[src/rtl/alu_arbiter_if.sv]
// Bundles the two request/response channels and the ALU hookup for alu_arbiter.
// Valid/ready: a transfer happens on a rising edge where both are high.
interface alu_arbiter_if #(
    parameter int WIDTH = 32
);
    logic             req0_valid;
    logic             req0_ready;
    logic [WIDTH-1:0] req0_a;
    logic [WIDTH-1:0] req0_b;
    logic [2:0]       req0_sel;

    logic             req1_valid;
    logic             req1_ready;
    logic [WIDTH-1:0] req1_a;
    logic [WIDTH-1:0] req1_b;
    logic [2:0]       req1_sel;

    logic             rsp0_valid;
    logic             rsp0_ready;
    logic             rsp1_valid;
    logic             rsp1_ready;
    logic [WIDTH-1:0] rsp_r;
    logic             rsp_zf;
    logic             rsp_err;

    logic [WIDTH-1:0] alu_a;
    logic [WIDTH-1:0] alu_b;
    logic [2:0]       alu_sel;
    logic [WIDTH-1:0] alu_r;
    logic             alu_zf;

    logic             busy;
    logic [1:0]       dbg_state;

    modport slave (
        input  req0_valid, req0_a, req0_b, req0_sel,
        input  req1_valid, req1_a, req1_b, req1_sel,
        output req0_ready, req1_ready,
        output rsp0_valid, rsp1_valid, rsp_r, rsp_zf, rsp_err,
        input  rsp0_ready, rsp1_ready,
        output alu_a, alu_b, alu_sel,
        input  alu_r, alu_zf,
        output busy, dbg_state
    );

    modport master (
        output req0_valid, req0_a, req0_b, req0_sel,
        output req1_valid, req1_a, req1_b, req1_sel,
        input  req0_ready, req1_ready,
        input  rsp0_valid, rsp1_valid, rsp_r, rsp_zf, rsp_err,
        output rsp0_ready, rsp1_ready,
        input  alu_a, alu_b, alu_sel,
        output alu_r, alu_zf,
        input  busy, dbg_state
    );
endinterface

[src/rtl/alu_arbiter.sv]
// Round-robin sharing of one combinational ALU between two requesters.
// Optional ALU_ARB_DIVZERO_EN: divide-by-zero answered directly with rsp_err=1.
module alu_arbiter #(
    parameter int WIDTH       = 32,
    parameter int EXEC_CYCLES = 1
) (
    input  logic        clk,
    input  logic        rst,
    alu_arbiter_if.slave bus
);
    typedef enum logic [1:0] {
        IDLE = 2'd0,
        EXEC = 2'd1,
        RESP = 2'd2
    } state_t;

    localparam logic [3:0] CNT_LOAD = 4'(EXEC_CYCLES);

    state_t           state_q;
    state_t           state_d;
    logic             last_grant_q;
    logic             owner_q;
    logic [3:0]       cnt_q;
    logic [WIDTH-1:0] alu_a_q;
    logic [WIDTH-1:0] alu_b_q;
    logic [2:0]       alu_sel_q;
    logic [WIDTH-1:0] rsp_r_q;
    logic             rsp_zf_q;
    logic             rsp_err_q;
    logic             rsp0_valid_q;
    logic             rsp1_valid_q;

    logic             grant;
    logic             accept;
    logic             capture;
    logic             rsp_done;
    logic             div_zero;
    logic [WIDTH-1:0] win_a;
    logic [WIDTH-1:0] win_b;
    logic [2:0]       win_sel;

    // On a tie the requester that did not win last time goes next.
    always_comb begin
        grant   = 1'b0;
        if (bus.req0_valid && bus.req1_valid) begin
            grant = ~last_grant_q;
        end else if (bus.req1_valid) begin
            grant = 1'b1;
        end
        win_a   = grant ? bus.req1_a   : bus.req0_a;
        win_b   = grant ? bus.req1_b   : bus.req0_b;
        win_sel = grant ? bus.req1_sel : bus.req0_sel;
    end

    assign accept   = (state_q == IDLE) && !rst && (bus.req0_valid || bus.req1_valid);
    assign capture  = (state_q == EXEC) && (cnt_q == 4'd1);
    assign rsp_done = (state_q == RESP) && (owner_q ? bus.rsp1_ready : bus.rsp0_ready);

`ifdef ALU_ARB_DIVZERO_EN
    assign div_zero = (win_sel == 3'd6) && (win_b == '0);
`else
    assign div_zero = 1'b0;
`endif

    always_comb begin
        state_d = state_q;
        unique case (state_q)
            IDLE:    if (accept)   state_d = div_zero ? RESP : EXEC;
            EXEC:    if (capture)  state_d = RESP;
            RESP:    if (rsp_done) state_d = IDLE;
            default: state_d = IDLE;
        endcase
    end

    always_ff @(posedge clk or posedge rst) begin
        if (rst) begin
            state_q <= IDLE;
        end else begin
            state_q <= state_d;
        end
    end

    always_ff @(posedge clk or posedge rst) begin
        if (rst) begin
            last_grant_q <= 1'b1;
            owner_q      <= 1'b0;
            cnt_q        <= 4'd0;
            alu_a_q      <= '0;
            alu_b_q      <= '0;
            alu_sel_q    <= 3'd0;
            rsp_r_q      <= '0;
            rsp_zf_q     <= 1'b0;
            rsp_err_q    <= 1'b0;
            rsp0_valid_q <= 1'b0;
            rsp1_valid_q <= 1'b0;
        end else if (accept) begin
            owner_q      <= grant;
            last_grant_q <= grant;
            if (div_zero) begin
                // Answered without touching the ALU; response is up next cycle.
                cnt_q        <= 4'd0;
                rsp_r_q      <= '1;
                rsp_zf_q     <= 1'b0;
                rsp_err_q    <= 1'b1;
                rsp0_valid_q <= ~grant;
                rsp1_valid_q <= grant;
            end else begin
                cnt_q     <= CNT_LOAD;
                alu_a_q   <= win_a;
                alu_b_q   <= win_b;
                alu_sel_q <= win_sel;
            end
        end else if (state_q == EXEC) begin
            cnt_q <= cnt_q - 4'd1;
            if (capture) begin
                rsp_r_q      <= bus.alu_r;
                rsp_zf_q     <= bus.alu_zf;
                rsp_err_q    <= 1'b0;
                rsp0_valid_q <= ~owner_q;
                rsp1_valid_q <= owner_q;
            end
        end else if (rsp_done) begin
            rsp0_valid_q <= 1'b0;
            rsp1_valid_q <= 1'b0;
        end
    end

    assign bus.req0_ready = accept && !grant;
    assign bus.req1_ready = accept && grant;
    assign bus.rsp0_valid = rsp0_valid_q;
    assign bus.rsp1_valid = rsp1_valid_q;
    assign bus.rsp_r      = rsp_r_q;
    assign bus.rsp_zf     = rsp_zf_q;
    assign bus.rsp_err    = rsp_err_q;
    assign bus.alu_a      = alu_a_q;
    assign bus.alu_b      = alu_b_q;
    assign bus.alu_sel    = alu_sel_q;
    assign bus.busy       = (state_q != IDLE);
    assign bus.dbg_state  = state_q;
endmodule

[src/flat_wrapper.sv]
// flat-port wrapper written by rule: the top's interface ports become plain ports
module alu_arbiter_flat 
#(
    parameter int WIDTH       = 32,
    parameter int EXEC_CYCLES = 1
)
  (clk, rst, bus_req0_valid, bus_req0_a, bus_req0_b, bus_req0_sel, bus_req1_valid, bus_req1_a, bus_req1_b, bus_req1_sel, bus_req0_ready, bus_req1_ready, bus_rsp0_valid, bus_rsp1_valid, bus_rsp_r, bus_rsp_zf, bus_rsp_err, bus_rsp0_ready, bus_rsp1_ready, bus_alu_a, bus_alu_b, bus_alu_sel, bus_alu_r, bus_alu_zf, bus_busy, bus_dbg_state);
  alu_arbiter_if #(.WIDTH(WIDTH)) bus_i ();
  input  logic clk;
  input  logic rst;
  input wire logic [$bits(bus_i.req0_valid)-1:0] bus_req0_valid;
  input wire logic [$bits(bus_i.req0_a)-1:0] bus_req0_a;
  input wire logic [$bits(bus_i.req0_b)-1:0] bus_req0_b;
  input wire logic [$bits(bus_i.req0_sel)-1:0] bus_req0_sel;
  input wire logic [$bits(bus_i.req1_valid)-1:0] bus_req1_valid;
  input wire logic [$bits(bus_i.req1_a)-1:0] bus_req1_a;
  input wire logic [$bits(bus_i.req1_b)-1:0] bus_req1_b;
  input wire logic [$bits(bus_i.req1_sel)-1:0] bus_req1_sel;
  output wire logic [$bits(bus_i.req0_ready)-1:0] bus_req0_ready;
  output wire logic [$bits(bus_i.req1_ready)-1:0] bus_req1_ready;
  output wire logic [$bits(bus_i.rsp0_valid)-1:0] bus_rsp0_valid;
  output wire logic [$bits(bus_i.rsp1_valid)-1:0] bus_rsp1_valid;
  output wire logic [$bits(bus_i.rsp_r)-1:0] bus_rsp_r;
  output wire logic [$bits(bus_i.rsp_zf)-1:0] bus_rsp_zf;
  output wire logic [$bits(bus_i.rsp_err)-1:0] bus_rsp_err;
  input wire logic [$bits(bus_i.rsp0_ready)-1:0] bus_rsp0_ready;
  input wire logic [$bits(bus_i.rsp1_ready)-1:0] bus_rsp1_ready;
  output wire logic [$bits(bus_i.alu_a)-1:0] bus_alu_a;
  output wire logic [$bits(bus_i.alu_b)-1:0] bus_alu_b;
  output wire logic [$bits(bus_i.alu_sel)-1:0] bus_alu_sel;
  input wire logic [$bits(bus_i.alu_r)-1:0] bus_alu_r;
  input wire logic [$bits(bus_i.alu_zf)-1:0] bus_alu_zf;
  output wire logic [$bits(bus_i.busy)-1:0] bus_busy;
  output wire logic [$bits(bus_i.dbg_state)-1:0] bus_dbg_state;
  assign bus_i.req0_valid = bus_req0_valid;
  assign bus_i.req0_a = bus_req0_a;
  assign bus_i.req0_b = bus_req0_b;
  assign bus_i.req0_sel = bus_req0_sel;
  assign bus_i.req1_valid = bus_req1_valid;
  assign bus_i.req1_a = bus_req1_a;
  assign bus_i.req1_b = bus_req1_b;
  assign bus_i.req1_sel = bus_req1_sel;
  assign bus_req0_ready = bus_i.req0_ready;
  assign bus_req1_ready = bus_i.req1_ready;
  assign bus_rsp0_valid = bus_i.rsp0_valid;
  assign bus_rsp1_valid = bus_i.rsp1_valid;
  assign bus_rsp_r = bus_i.rsp_r;
  assign bus_rsp_zf = bus_i.rsp_zf;
  assign bus_rsp_err = bus_i.rsp_err;
  assign bus_i.rsp0_ready = bus_rsp0_ready;
  assign bus_i.rsp1_ready = bus_rsp1_ready;
  assign bus_alu_a = bus_i.alu_a;
  assign bus_alu_b = bus_i.alu_b;
  assign bus_alu_sel = bus_i.alu_sel;
  assign bus_i.alu_r = bus_alu_r;
  assign bus_i.alu_zf = bus_alu_zf;
  assign bus_busy = bus_i.busy;
  assign bus_dbg_state = bus_i.dbg_state;
  alu_arbiter #(.WIDTH(WIDTH), .EXEC_CYCLES(EXEC_CYCLES)) u_core (.clk(clk), .rst(rst), .bus(bus_i));
endmodule
[config.mk]
export PLATFORM = sky130hd
export DESIGN_NAME = alu_arbiter_flat
export DESIGN_NICKNAME = d
export VERILOG_FILES = /design/src/rtl/alu_arbiter_if.sv /design/src/rtl/alu_arbiter.sv /design/src/flat_wrapper.sv
export SDC_FILE = /design/constraint.sdc
export NUM_CORES = 1
export LEC_CHECK = 0
export CAP_MARGIN = 25
export CORE_UTILIZATION = 40
export CTS_BUF_LIST = sky130_fd_sc_hd__clkbuf_8
export DETAILED_ROUTE_END_ITERATION = 10
export PLACE_DENSITY_LB_ADDON = 0.15
export SYNTH_ARGS = -nofsm -noshare
export SYNTH_HDL_FRONTEND = slang
export SYNTH_SLANG_ARGS = --single-unit
[constraint.sdc]
create_clock -name clk -period 4.63 [get_ports clk]
set_input_delay 0.926 -clock clk [delete_from_list [all_inputs] [get_ports clk]]
set_output_delay 0.926 -clock clk [all_outputs]
set_load 0.05 [all_outputs]
### Yosys cells after proc, flatten, opt, wreduce, memory -nomap -nowiden

Cells that the tools add are included.

| word-level totals | value |
|---|---|
| register bits | 110 |
| logic and storage cells | 55 |

| cells by class | value |
|---|---|
| add/sub/neg operators | 1 |
| equality and inequality tests | 6 |
| multiplexer cells | 17 |
| bitwise logic cells | 3 |
| reductions and logical operators | 17 |

Operators with widths:

| kind | count |
|---|---|
| $mux 32 | 2 |
| $reduce_and 3->1 | 3 |
| $mux 1 | 8 |
| $mux 4 | 2 |
| $logic_and 1x1->1 | 7 |
| $mux 2 | 3 |
| $ne 2x1->1 const B | 3 |
| $pmux 2 s3 | 1 |
| $reduce_bool 2->1 | 3 |
| $eq 4x1->1 const B | 1 |
| $sub 4x1->4 const B | 1 |
| $mux 3 | 1 |
| $not 1->1 | 3 |
| $eq 2x1->1 const B | 1 |
| $eq 2x2->1 const B | 1 |
| $logic_not 1->1 | 2 |
| $logic_not 2->1 | 1 |
| $logic_or 1x1->1 | 1 |

### Logic depth before layout (Yosys ltp)

| logic depth | value |
|---|---|
| word-level depth | 5 |
| mapped depth | 7 |

### Worst setup path before layout

No wires, ideal clock.

| timing | value |
|---|---|
| path type | input to output |
| start point | in rst |
| end point | out bus_req0_ready |
| arrival | 2183 ps |
| data required time | 3704 ps |
| slack | 1521 ps |
| cell stages on the path | 5 |
| buffers on the path | 3 |
| cells stage by stage | or3_1 buf_2 buf_6 buf_6 nor3b_4 |

| between the ends | value |
|---|---|
| longest elaborated chain between the ends | 4 |

RTL lines:

| item | line | text |
|---|---|---|
| start: declaration | flat_wrapper.sv:10 | `input logic rst;` |
| $logic_not 1->1 | alu_arbiter.sv:55 | `assign accept = (state_q == IDLE) && !rst && (bus.req0_valid \|\| bus.req1_valid);` |
| $logic_and 1x1->1 (2 in a row) | alu_arbiter.sv:55 |  |
| $logic_and 1x1->1 | alu_arbiter.sv:128 | `assign bus.req0_ready = accept && !grant;` |
| end: declaration | flat_wrapper.sv:19 | `output wire logic [$bits(bus_i.req0_ready)-1:0] bus_req0_ready;` |

Every way passes these cells.

### Worst setup path in the final report

Ends and elaborated chain as after synthesis.

==> impl_metrics.py <==
metrics = {
    "outcome": {
        "outcome": "completed",
    },
    "route": {
        "dr_total_vias": 4561,
        "drt-wirelength-per-cell_um": 18.1,
        "via_per_inst": 5.29,
        "drc_errors": 0,
        "routed_wl_um": 15600,
        "firstDrtPassIters": 4,
        "drtIter0Drc": 239,
        "final_antenna_net_count": 0,
    },
    "timing": {
        "hold_viol_final": 0,
        "clock_skew_ps": 7.13,
        "worst_slew_pin_slew_ps": 844,
        "slew_headroom_pct": 43.7,
        "grt_setup_unrepaired": "no",
        "whs_ps": 505,
        "period_minus_slack_ps": 3930,
        "max_freq_mhz": 255,
        "finalCritPeriodShare_pct": 84.8,
        "finalSetupViolCount": 0,
        "drv_slew": 0,
        "setup_tns_ps": 0,
    },
    "cts": {
        "clock-sinks": 110,
        "h-tree-depth": 3,
        "cts_hold_buf": 0,
        "clock_latency_ps": 370,
        "cts_resized": 0,
        "cts_root_buffer": "clkbuf_8",
        "cts_buffers": 9,
        "cts_max_path_buffers": 2,
        "cts_tree": "built",
        "postCtsSetupRepairBufs": 0,
        "path_clk_slew_ps": 100,
    },
    "synth": {
        "synth_area_mm2": 0.00495,
        "yosysMostFrequentCell": "dfrtp_1",
        "syn_inst": 437,
        "seq_area_frac_synth_pct": 55.6,
        "synth_cell_types": 36,
        "postSynth.asyncResetShare_pct": 100,
        "synth_enable_flop_cells": 0,
        "avgSynthCellArea_um2": 11.3,
        "synth.area.top_cells": "dfrtp_1, a221o_1, mux2_2",
        "synth.largest_area_cell": "dfrtp_1",
        "ys_ff_latch": 110,
        "syn_nets": 612,
        "synth_top_cell_area_share_pct": 55.1,
        "synthFlopType": "dfrtp_1",
        "synth_warnings": 0,
        "yosys-top-cells-count": "dfrtp_1, nand2_1, a221o_1, nor3_1, mux2_2",
    },
    "critical_path": {
        "critPathKind": "in2out",
        "cp-end-kind": "output port",
        "r2r_slack_ps": 2330,
        "startpoint_type": "primary input",
        "cp.required_ps": 3700,
        "cp_max_fo": 3,
        "r2r_end": "u_core.bus.rsp_r[14]",
        "cp.arrival_ps": 3000,
        "r2r_start": "u_core.cnt_q[1]",
        "reg2regPathDepth": 7,
    },
    "worst_hold_path": {
        "min_path_type": "reg2reg",
        "min_to": "u_core.last_grant_q",
        "holdCritStartpoint": "u_core.last_grant_q",
        "hold_path_depth": 2,
    },
    "floorplanning": {
        "rows": 40,
        "core_mm2": 0.0121,
        "fp.dieW_um": 113,
        "ios": 281,
        "start_util_pct": 41.1,
        "die_y_um": 113,
        "dieArea_mm2": 0.0128,
    },
    "placement": {
        "gp_congestion": 0.749,
        "place_area_mm2": 0.00784,
        "place_inst": 847,
        "numPortBuffers": 279,
        "dp_hpwl_um": 11000,
    },
    "global_routing": {
        "grt_first_pass_wirelength_um": 24200,
        "antenna_found_initial": 0,
        "grt_pass1_vias": 4593,
        "grt_max_degree": 70,
        "globalRouteOverflowTotal": 0,
        "grt.total_usage_pct": 24.4,
    },
    "pwr": {
        "p_leak_nw": 3.32,
        "powerDensity_mw_per_mm2": 758,
        "vdd_drop_max_v": 0.000395,
    },
    "final_layout": {
        "diodes": 0,
        "stdcell_area_mm2": 0.00811,
        "drive_gt1_share_pct": 11.1,
        "syn_to_final_growth_pct": 63.8,
        "fin_nets": 865,
        "instances_no_fill": 863,
    },
    "job": {
        "cap_violations": 0,
    },
}
-- worst max-delay path, stage by stage --
cell             delay [ps]
clkdlybuf4s50_1         470
or3_2                   480
nor3b_4                 270
clkdlybuf4s50_1         850
-- cells in the final DEF, fill, tap and decap left out, drive strengths merged, types with 2 or more instances in the layout --
cell type and n:
ha 2, nand2b 2, nor2b 2, clkbuf 10, a211oi 3, and3 2, inv 5, nand2 71
o21ai 2, a21oi 3, dfrtp 109, nor3 69, mux2 33, nor2 8, buf 9, a221o 67
bufinv 4, clkdlybuf4s50 278
-- sequential cells by signal, summed over array words and instances (netlist names), 2 cells and up --
register	count
u_core.bus.dbg_state	2
u_core.bus.alu_a	32
u_core.bus.rsp_r	32
u_core.bus.alu_b	32
u_core.bus.alu_sel	3
u_core.cnt_q	4
-- power breakdown --
group,switching [mW],internal (mW)
registers,0.283,1.42
clock network,0.324,0.428
logic,2.30,1.39
total,2.91,3.24
-- per-stage QoR --
step                      setup WS [ps]  power [mW]  util (%)
after detailed placement            705        5.43      65.0
after floorplan                     803        4.15         -
final                               702        6.15      67.2
after CTS                           689        6.19      67.2
after global routing                638        6.43      67.2
after global placement              722        5.35      64.8
-- worst max-delay path by stage --
| stage | from | to | slack (ps) | cells after the start |
|---|---|---|---|---|
| after global routing | rst | bus_req0_ready | 640 | 4 |
| after global placement | rst | bus_req0_ready | 720 | 4 |
| final | rst | bus_req0_ready | 700 | 4 |
| after CTS | rst | bus_req0_ready | 690 | 4 |
| after floorplan | rst | u_core.bus.alu_a[0] | 800 | 1 |
| after detailed placement | rst | bus_req0_ready | 710 | 4 |
-- final cells by class --
cell class              instances  area [µm²]
clock buffers                  10         138
clock inverters                 6         133
fillers                       961        3950
inverters                       5        21.3
multi-input cells             277        1970
flip-flops and latches        110        2750
well taps                     168         210
repair buffers                287        2880
-- cell families after synthesis --
logic type / share of synthesized area (%)
multiplexers: 7.71
flip-flops: 55.6
adder cells (fa/ha/maj): 0.505
XOR/XNOR: 0.354
buffers and inverters: 4.95
other: 0.0757
AND/OR/NAND/NOR: 15.9
AO/OA/AOI/OAI: 14.9
-- routing by layer --
metal	vias up	track usage [%]	routed length [µm]
met4	0	9.30	318
met2	215	41.3	7650
met1	2208	28.9	6210
met3	22	7.98	1470
met5	-	0	0
li1	2116	-	-
Note: power is estimated with default switching activity, not from simulation.
==> edit (same settings) <==
The option `ALU_ARB_DIVZERO_EN` is turned on by a define.
--- a/src/rtl/alu_arbiter.sv
+++ b/src/rtl/alu_arbiter.sv
@@ -1,5 +1,7 @@
 // Round-robin sharing of one combinational ALU between two requesters.
 // Optional ALU_ARB_DIVZERO_EN: divide-by-zero answered directly with rsp_err=1.
+`define ALU_ARB_DIVZERO_EN
+
 module alu_arbiter #(
     parameter int WIDTH       = 32,
     parameter int EXEC_CYCLES = 1
Check against the original RTL: not equivalent (Yosys sat finds a counterexample within 4 cycles, from zero or initial values and one cycle with rst high).
==> edit against the original RTL <==
- routed wire length is 0.22% higher
- design area up 8.2%
- power increased by 5.4%
- setup slack better by 0.046 ns
- sequential cell count increased by 1
- synthesized area up 14%
- first-iteration DRC count shrank 2.9%
- synthesized cell count up 3.9%
- critical endpoint unchanged
==> edit: results (changes against the original RTL) <==
[placement]
dpl-instance-area_mm2=0.00858  ; +9.4%
io_buffers=280  ; +0.36%
dpl.hpwl_um=11800  ; +7.4%
place_congestion=0.773  ; +3.2%

[timing]
finClkSkew_ns=0.0145  ; +0.00736 ns
timing.hold.ws_ns=0.482  ; -0.0227 ns
tightest_slew_ns=0.651  ; -0.193 ns

[clock_network]
cts_buffers=9  ; unchanged
clk_pin_slew_ns=0.09
cts_resized=0  ; unchanged
post_cts_buffers=0  ; unchanged
clock_path_buffers=2  ; unchanged
htreeDepth=3  ; unchanged
root_buffer=clkbuf_8
clkLatencyLatePin_ns=0.37  ; about the same

[power_and_ir_drop]
p_leak_nw=3.66  ; +11%
vdd_ir_drop_max_uv=536  ; +36%

[worst_setup_path]
crit_start=bus_req1_valid
cp.arrival_ns=2.96  ; -0.04 ns
max_stage_delay_ns=0.71  ; -0.14 ns
r2r_end=u_core.bus.rsp_zf
critPathMaxFanout=66  ; +63
reg2regPathDepth=7  ; unchanged
r2r_slack_ns=1.68  ; -0.65 ns
critPathSlowestCell=clkdlybuf4s50_1
reg2reg_from=u_core.last_grant_q
crit_end=bus_req0_ready

[synth]
synth.area.top_cells=dfrtp_1 (49%), mux2_4 (15%), mux2_2 (13%), nor2_1 (4.7%), a21oi_1 (3.0%)
syn_nets=629  ; +2.8%
synth_warnings=0  ; unchanged
synth-async-reset-ratio=1.00  ; unchanged
ys_types=42  ; +17%
synth_common_cells=dfrtp_1 (110), nor2_1 (71), mux2_2 (64), mux2_4 (58), a21oi_1 (34)
ys_seq_area_frac=0.492  ; -0.0636

[final_layout]
layout.nets=901  ; +4.2%
antennaDiodeCount=0  ; unchanged
layout-drive-gt1-share=0.210  ; +0.0988
n_fill_cell=1089  ; +13%

[global_route]
grt_pass1_vias=4612  ; +0.41%
grt_max_degree=112  ; +60%
track_usage=0.215  ; -0.0293
overflow=0  ; unchanged
grt_antenna_before_repair=0  ; unchanged
grt_pass1_wl_um=24100  ; about the same

[worst_hold_path]
hp-start=u_core.bus.rsp_err
hold_class=flip-flop to flip-flop

[drt]
post_drt_via_cell_ratio=4.97  ; -6.0%
first_pass_iters=4  ; unchanged
drt-total-wl_um=15700  ; +0.22%
drtIter0Drc=232  ; -2.9%

[status]
status=finished clean

[edit: metal layers]
metal,global-route usage,up-vias,part of all wire
met5,0,-,0
met4,0.0648,0,0.014
met3,0.0410,16,0.060
met2,0.374,177,0.50
met1,0.269,2188,0.42
li1,-,2139,-
[edit: how the worst min path moves through the flow]
stage          depth (start not counted)  slack (ns)                  end
2_1_floorplan                          2        0.45  u_core.last_grant_q
3_3_place_gp                           2        0.46   u_core.bus.rsp_err
3_5_place_dp                           2        0.46   u_core.bus.rsp_err
4_1_cts                                2        0.49   u_core.bus.rsp_err
5_1_grt                                2        0.51  u_core.last_grant_q
6_report                               2        0.48   u_core.bus.rsp_err
[edit: logic make-up after synthesis]
logic type                 Yosys count  synth area share
muxes                              133             0.302
adders and majority gates            2           0.00443
and+or+nand+nor                    115            0.0962
xor gates and xnor gates             3           0.00466
DFF                                111             0.492
buffers and inverters               36            0.0450
AOI/OAI and AO/OA                   54            0.0557
[edit: critical path: cells and delay by family]
kind	cells	cell delay, ns
and+or+nand+nor	1	0.09
AOI/OAI and AO/OA	1	0.37
buffers and inverters	3	1.54
[edit: cell type report]
class,count,share of cell area
Multi-Input combinational cell,307,0.298
Clock buffer,11,0.0172
Inverter,9,0.00413
Sequential cell,111,0.317
Clock inverter,4,0.00527
Tap cell,180,0.0257
Timing Repair Buffer,288,0.333
[edit: stage by stage]
stage / utilization / std cells / setup slack [ns] / power [W]
floorplan: - / 454 / 0.775 / 0.00456
global placement: 0.619 / 894 / 0.718 / 0.00586
detailed placement: 0.621 / 895 / 0.612 / 0.00592
CTS: 0.635 / 910 / 0.700 / 0.00653
global route: 0.635 / 910 / 0.633 / 0.00678
finish: 0.635 / 910 / 0.748 / 0.00648
[edit: power breakdown]
part | internal (W) | leakage [nW] | switching [W]
clock network | 0.000275 | 0.103 | 0.000319
registers | 0.00146 | 1.29 | 0.000308
logic | 0.00166 | 2.27 | 0.00246
total | 0.00340 | 3.66 | 0.00309
